<file path="src/rtl/prog_loader.sv">
// prog_loader: writer side of the instruction memory.
// It takes a program as a byte stream, high byte first, and writes it as
// INST_W-bit words to addresses 0..count-1. A trailing checksum byte, the XOR
// of all data bytes, follows the data. cpu_reset holds the processor in reset
// during the load. It is released only after a load whose checksum matches.
//
// Ports:
//   clk_i        rising-edge clock
//   reset_ni     asynchronous active-low reset
//   start_i      1-cycle pulse that starts a load (ignored while busy)
//   count_i      number of words to load, sampled on start (saturates at 2**ADDR_W)
//   rx_valid_i   byte source has rx_data_i
//   rx_data_i    stream byte
//   rx_ready_o   loader accepts a byte (transfer on rx_valid_i && rx_ready_o)
//   wr_en_o      instruction memory write strobe, one cycle per word
//   wr_addr_o    write address
//   wr_data_o    write data
//   cpu_reset_o  active-high reset to the PC/counter
//   busy_o       load in progress
//   done_o       1-cycle pulse at the end of a load
//   err_o        checksum mismatch on the last load, sticky until next start
//
// state | meaning
// IDLE  | waiting for start
// HI    | waiting for the high byte of a word
// LO    | waiting for the low byte of a word
// WR    | write strobe for the assembled word
// CHK   | waiting for the checksum byte
// DONE  | done pulse, cpu_reset follows the checksum result
module prog_loader #(
  parameter int ADDR_W = 11,
  parameter int INST_W = 16
) (
  input  logic              clk_i,
  input  logic              reset_ni,
  input  logic              start_i,
  input  logic [ADDR_W:0]   count_i,
  input  logic              rx_valid_i,
  input  logic [7:0]        rx_data_i,
  output logic              rx_ready_o,
  output logic              wr_en_o,
  output logic [ADDR_W-1:0] wr_addr_o,
  output logic [INST_W-1:0] wr_data_o,
  output logic              cpu_reset_o,
  output logic              busy_o,
  output logic              done_o,
  output logic              err_o
);

  typedef enum logic [2:0] {
    IDLE = 3'd0,
    HI   = 3'd1,
    LO   = 3'd2,
    WR   = 3'd3,
    CHK  = 3'd4,
    DONE = 3'd5
  } state_t;

  localparam logic [ADDR_W:0] MAX_CNT = {1'b1, {ADDR_W{1'b0}}};

  state_t              state_q;
  logic [ADDR_W:0]     cnt_q;
  logic [7:0]          xor_q;
  logic                rx_ready_q;
  logic                wr_en_q;
  logic [ADDR_W-1:0]   wr_addr_q;
  logic [INST_W-1:0]   wr_data_q;
  logic                cpu_reset_q;
  logic                busy_q;
  logic                done_q;
  logic                err_q;

  logic [ADDR_W:0]     cnt_sat_d;
  logic [ADDR_W:0]     addr_next_d;
  logic                xfer;

  assign cnt_sat_d   = (count_i > MAX_CNT) ? MAX_CNT : count_i;
  // One bit wider than the address, so it can compare against a full count.
  assign addr_next_d = {1'b0, wr_addr_q} + {{ADDR_W{1'b0}}, 1'b1};
  assign xfer        = rx_valid_i && rx_ready_q;

  always_ff @(posedge clk_i or negedge reset_ni) begin
    if (!reset_ni) begin
      state_q     <= IDLE;
      cnt_q       <= '0;
      xor_q       <= '0;
      rx_ready_q  <= 1'b0;
      wr_en_q     <= 1'b0;
      wr_addr_q   <= '0;
      wr_data_q   <= '0;
      cpu_reset_q <= 1'b1;
      busy_q      <= 1'b0;
      done_q      <= 1'b0;
      err_q       <= 1'b0;
    end else begin
      done_q  <= 1'b0;
      wr_en_q <= 1'b0;
      case (state_q)
        IDLE: begin
          if (start_i) begin
            cnt_q       <= cnt_sat_d;
            wr_addr_q   <= '0;
            xor_q       <= '0;
            err_q       <= 1'b0;
            cpu_reset_q <= 1'b1;
            busy_q      <= 1'b1;
            rx_ready_q  <= 1'b1;
            state_q     <= (cnt_sat_d == '0) ? CHK : HI;
          end
        end
        HI: begin
          if (xfer) begin
            wr_data_q[INST_W-1 -: 8] <= rx_data_i;
            xor_q                    <= xor_q ^ rx_data_i;
            state_q                  <= LO;
          end
        end
        LO: begin
          if (xfer) begin
            wr_data_q[7:0] <= rx_data_i;
            xor_q          <= xor_q ^ rx_data_i;
            rx_ready_q     <= 1'b0;
            wr_en_q        <= 1'b1;
            state_q        <= WR;
          end
        end
        WR: begin
          rx_ready_q <= 1'b1;
          // The address is held on the last word so a full-size load does not wrap to 0.
          if (addr_next_d == cnt_q) begin
            state_q <= CHK;
          end else begin
            wr_addr_q <= addr_next_d[ADDR_W-1:0];
            state_q   <= HI;
          end
        end
        CHK: begin
          if (xfer) begin
            err_q      <= (rx_data_i != xor_q);
            rx_ready_q <= 1'b0;
            done_q     <= 1'b1;
            state_q    <= DONE;
          end
        end
        DONE: begin
          cpu_reset_q <= err_q;
          busy_q      <= 1'b0;
          state_q     <= IDLE;
        end
        default: begin
          rx_ready_q <= 1'b0;
          busy_q     <= 1'b0;
          state_q    <= IDLE;
        end
      endcase
    end
  end

  assign rx_ready_o  = rx_ready_q;
  assign wr_en_o     = wr_en_q;
  assign wr_addr_o   = wr_addr_q;
  assign wr_data_o   = wr_data_q;
  assign cpu_reset_o = cpu_reset_q;
  assign busy_o      = busy_q;
  assign done_o      = done_q;
  assign err_o       = err_q;

endmodule
</file>
<file path="config.mk">
export PLATFORM = sky130hd
export DESIGN_NAME = prog_loader
export DESIGN_NICKNAME = d
export VERILOG_FILES = /design/src/rtl/prog_loader.sv
export SDC_FILE = /design/constraint.sdc
export NUM_CORES = 1
export LEC_CHECK = 0
export BUFFER_PORTS_ARGS = -buffer_cell sky130_fd_sc_hd__buf_2
export CAP_MARGIN = 10
export CORE_AREA = 2 2 78 80
export DETAILED_ROUTE_END_ITERATION = 10
export DIE_AREA = 0 0 80 82
export PLACE_DENSITY_LB_ADDON = 0.25
export SYNTH_ARGS = -nofsm -noshare
export SYNTH_HDL_FRONTEND = slang
export SYNTH_SLANG_ARGS = --single-unit
export TNS_END_PERCENT = 5
</file>
<file path="constraint.sdc">
create_clock -name clk_i -period 5.9 [get_ports clk_i]
set_clock_uncertainty 0.1 [all_clocks]
set_input_delay 1.77 -clock clk_i [delete_from_list [all_inputs] [get_ports clk_i]]
set_output_delay 1.77 -clock clk_i [all_outputs]
set_load 0.02 [all_outputs]
</file>
==> metrics.md <==
| Metric | Value |
|---|---|
| Yosys warning total | `0` |
| Routed vias/inst | `5.727` |
| CTS Buf Count | `5` |
| PwrDens | `454.8 nW/um2` |
| Actual slew at the worst max-slew pin | `1.099 ns` |
| # rows | `28` |
| Number of synthesized flops with an enable pin | `0` |
| H-tree Lvls | `2` |
| GRT overflow | `0` |
| Number of remaining DRC errors | `0` |
| Clock sink count | `56` |
| First-pass GRT wire length | `10.73 mm` |
| Fin util | `60.30%` |
| Router iterations before antenna repair | `4` |
| Peak Freq | `0.3002 GHz` |
| Antenna Nets Post-Route | `0` |
| Clk buf depth | `2` |
| CP Data Required Time | `6.00 ns` |
| Ys async rst share | `100.0%` |
| Post-CTS Setup Bufs | `0` |
| Mapped Cells | `329` |
| Gr usage total | `21.04%` |
| Fin. Hold Viols | `0` |
| Sequential share of the synthesized area | `45.76%` |
| Final wirelength | `6.587 mm` |
| Max_slew headroom | `26.16%` |
| Largest net degree at the start of global routing | `57` |
| Setup violations, final | `0` |
| Final #Nets | `400` |
| Hold_ws | `0.3886 ns` |
| Ant diodes | `0` |
| Vias in the first global route | `2,325` |
| Endpoint class of the critical path | `flip-flop` |
| Max incr delay on CP | `0.93 ns` |
| Distinct cells, synth | `52` |
| Number of DRC markers after the initial detailed-route iteration | `133` |
| Top delay family on crit path | `simple AND/OR/NAND/NOR gates` |
| Seq. cell area | `1403 um2` |
| FF+latch count, synth | `56` |
| Multi-input gate area | `1531 um2` |
| Unrepaired setup endpoints after global routing | `false` |
| Leak | `1.593 nW` |
| Cells along the critical path | `buf_2 > nand2_1 > nor3_1 > mux2_2` |
| Cts repair resizes | `0` |
| Cell Area, Synth | `3065 um2` |
| Max Cap Viol | `0` |
| TritonCTS clock tree | `built` |
| Detailed Place HPWL | `4.807 mm` |
| Data arrival, critical path | `3.43 ns` |
| Vias | `2,583` |
| GPL Wtd Cong | `0.8713` |
| Die ar. | `6560 um2` |
| CORE AREA | `5746 um2` |
| Status | `finished, final reports clean` |
| CP max stage cell | `nor3_1` |
| CTS clock-pin slew for the worst setup and hold paths | `0.09 ns` |
| Initial antenna violation count | `0` |
| Slew Viols, Final | `0` |
| Syn nets | `354` |
| Fillers | `521` |
| Crit Path Class | `input pin to flip-flop` |
| Class of the worst hold path | `flip-flop to flip-flop` |
| Routed length per instance | `14.61 um` |
| Port Buf Inserts | `56` |
| Worst-Skew Late Latency | `0.32 ns` |
| Worst path bufs/invs | `1` |
| Final min period | `3.331 ns` |
| Die W | `80 um` |
| CP Max Fanout | `8` |
| P&R area growth vs syn | `13.02%` |
| Type of origin of the critical path | `input pin` |
| Crit share post-route | `56.46%` |
| Hold-fix buffers, CTS | `0` |
| Number of I/O pins | `57` |
| Starting Density | `53.35%` |
| Total Negative Setup Slacks | `0 ns` |
| CTS root buf | `clkbuf_8` |
| Peak supply drop | `0.2668 mV` |
| Synthesized area per cell | `9.317 um2` |
| Layout cell share with drive strength beyond 1 | `22.87%` |
| Chip height | `82 um` |
| Most used flip-flop cell after synthesis | `dfrtp_1` |
## through the flow
stage / std cells / total power [mW] / instance area (um2) / setup WS [ns]
floorplan: 329 / 1.170 / 3065 / 2.701
global placement: 443 / 1.335 / 3364 / 2.296
detailed placement: 443 / 1.361 / 3364 / 2.222
CTS: 451 / 1.592 / 3465 / 2.564
global route: 451 / 1.697 / 3465 / 2.453
finish: 451 / 1.576 / 3465 / 2.569
## power by group
group / total (mW) / internal (mW) / switching [mW] / leakage (nW)
Clock: 0.229 / 0.107 / 0.122 / 0.0515
Sequential: 0.667 / 0.526 / 0.140 / 0.710
Combinational: 0.680 / 0.293 / 0.387 / 0.832
## flip-flops by register name (all words and copies together), names as in the netlist
| register | count |
|---|---|
| rx_ready_o | 1 |
| wr_en_o | 1 |
| cnt_q | 12 |
| xor_q | 8 |
| done_o | 1 |
| busy_o | 1 |
| wr_data_o | 16 |
| err_o | 1 |
| state_q | 3 |
| cpu_reset_o | 1 |
| wr_addr_o | 11 |
## metal layers
metal,track usage (%),routed length [um],up-vias
li1,-,-,1291
met1,25.07,2854,1233
met2,37.33,3346,54
met3,5.165,319,5
met4,6.949,67,0
met5,0,0,-
## cells by family after synthesis
kind of cell               after synthesis  synth area share [%]
and+or+nand+nor                        135                 23.47
DFF                                     56                 45.76
muxes                                   22                 7.918
AOI/OAI and AO/OA                       78                 16.45
adders and majority gates                1                0.4081
buffers and inverters                   31                 4.286
xor gates and xnor gates                 6                 1.715
## final timing paths
path | start | endpoint | slack (ns) | depth (start not counted)
setup reg to reg | wr_addr_o[0] | wr_addr_o[1] | 3.23 | 8
min in group asynchronous | reset_ni | wr_addr_o[7] | 1.44 | 2
hold reg to reg | xor_q[4] | xor_q[4] | 0.39 | 2
hold / removal | xor_q[4] | xor_q[4] | 0.39 | 2
max in group asynchronous | reset_ni | wr_data_o[11] | 3.75 | 2
setup / recovery | rx_valid_i | wr_data_o[10] | 2.57 | 4
## cell usage after synthesis (2+ instances only)
cell	instances	share of area, %
mux2i_1	4	1.3
nand3_1	21	3.4
nor3_1	7	1.1
and4_4	2	0.73
or4_1	9	2.2
or3_1	2	0.41
a21oi_1	11	1.8
nor2_1	16	2.0
and3_1	3	0.61
o211ai_1	8	2.0
o21ai_0	33	5.4
a221o_1	3	0.98
xor2_1	3	0.86
nor2b_1	5	1.0
a22o_1	7	2.0
xnor2_1	3	0.86
and4_1	2	0.57
nor4_1	3	0.61
nand4_1	5	1.0
nand2b_1	13	2.7
nand3b_1	3	0.73
clkbuf_1	12	1.5
o22ai_1	2	0.41
nand2_1	40	4.9
buf_2	3	0.49
dfrtp_1	55	45
inv_1	13	1.6
mux2_2	17	6.2
## tightest hold or removal path: cells and delay by family (launching register included)
family,cells,cell delay (ns)
simple gates,1,0.05
compound gates,1,0.06
flops,1,0.35
## cell usage in the layout (no fill, tap or decap), types with 3 or more instances in the layout
| cell | Yosys | routed |
|---|---|---|
| a21oi_1 | 11 | 11 |
| a221o_1 | 3 | 3 |
| a22o_1 | 7 | 7 |
| and3_1 | 3 | 3 |
| buf_2 | 3 | 56 |
| clkbuf_8 | 0 | 7 |
| dfrtp_1 | 55 | 55 |
| inv_1 | 13 | 13 |
| mux2_2 | 17 | 17 |
| mux2i_1 | 4 | 4 |
| nand2_1 | 40 | 40 |
| nand2b_1 | 13 | 13 |
| nand3_1 | 21 | 21 |
| nand3b_1 | 3 | 3 |
| nand4_1 | 5 | 5 |
| nor2_1 | 16 | 16 |
| nor2b_1 | 5 | 5 |
| nor3_1 | 7 | 7 |
| nor4_1 | 3 | 3 |
| o211ai_1 | 8 | 8 |
| o21ai_0 | 33 | 33 |
| or4_1 | 9 | 9 |
| xnor2_1 | 3 | 3 |
| xor2_1 | 3 | 3 |
## layout make-up
type / instances / area share, %
Tap cell: 75 / 2.709
Sequential cell: 56 / 40.48
Multi-Input combinational cell: 242 / 44.20
Inverter: 13 / 1.408
Timing Repair Buffer: 57 / 8.306
Clock buffer: 8 / 2.889
Note: power is estimated with default switching activity, not from simulation.
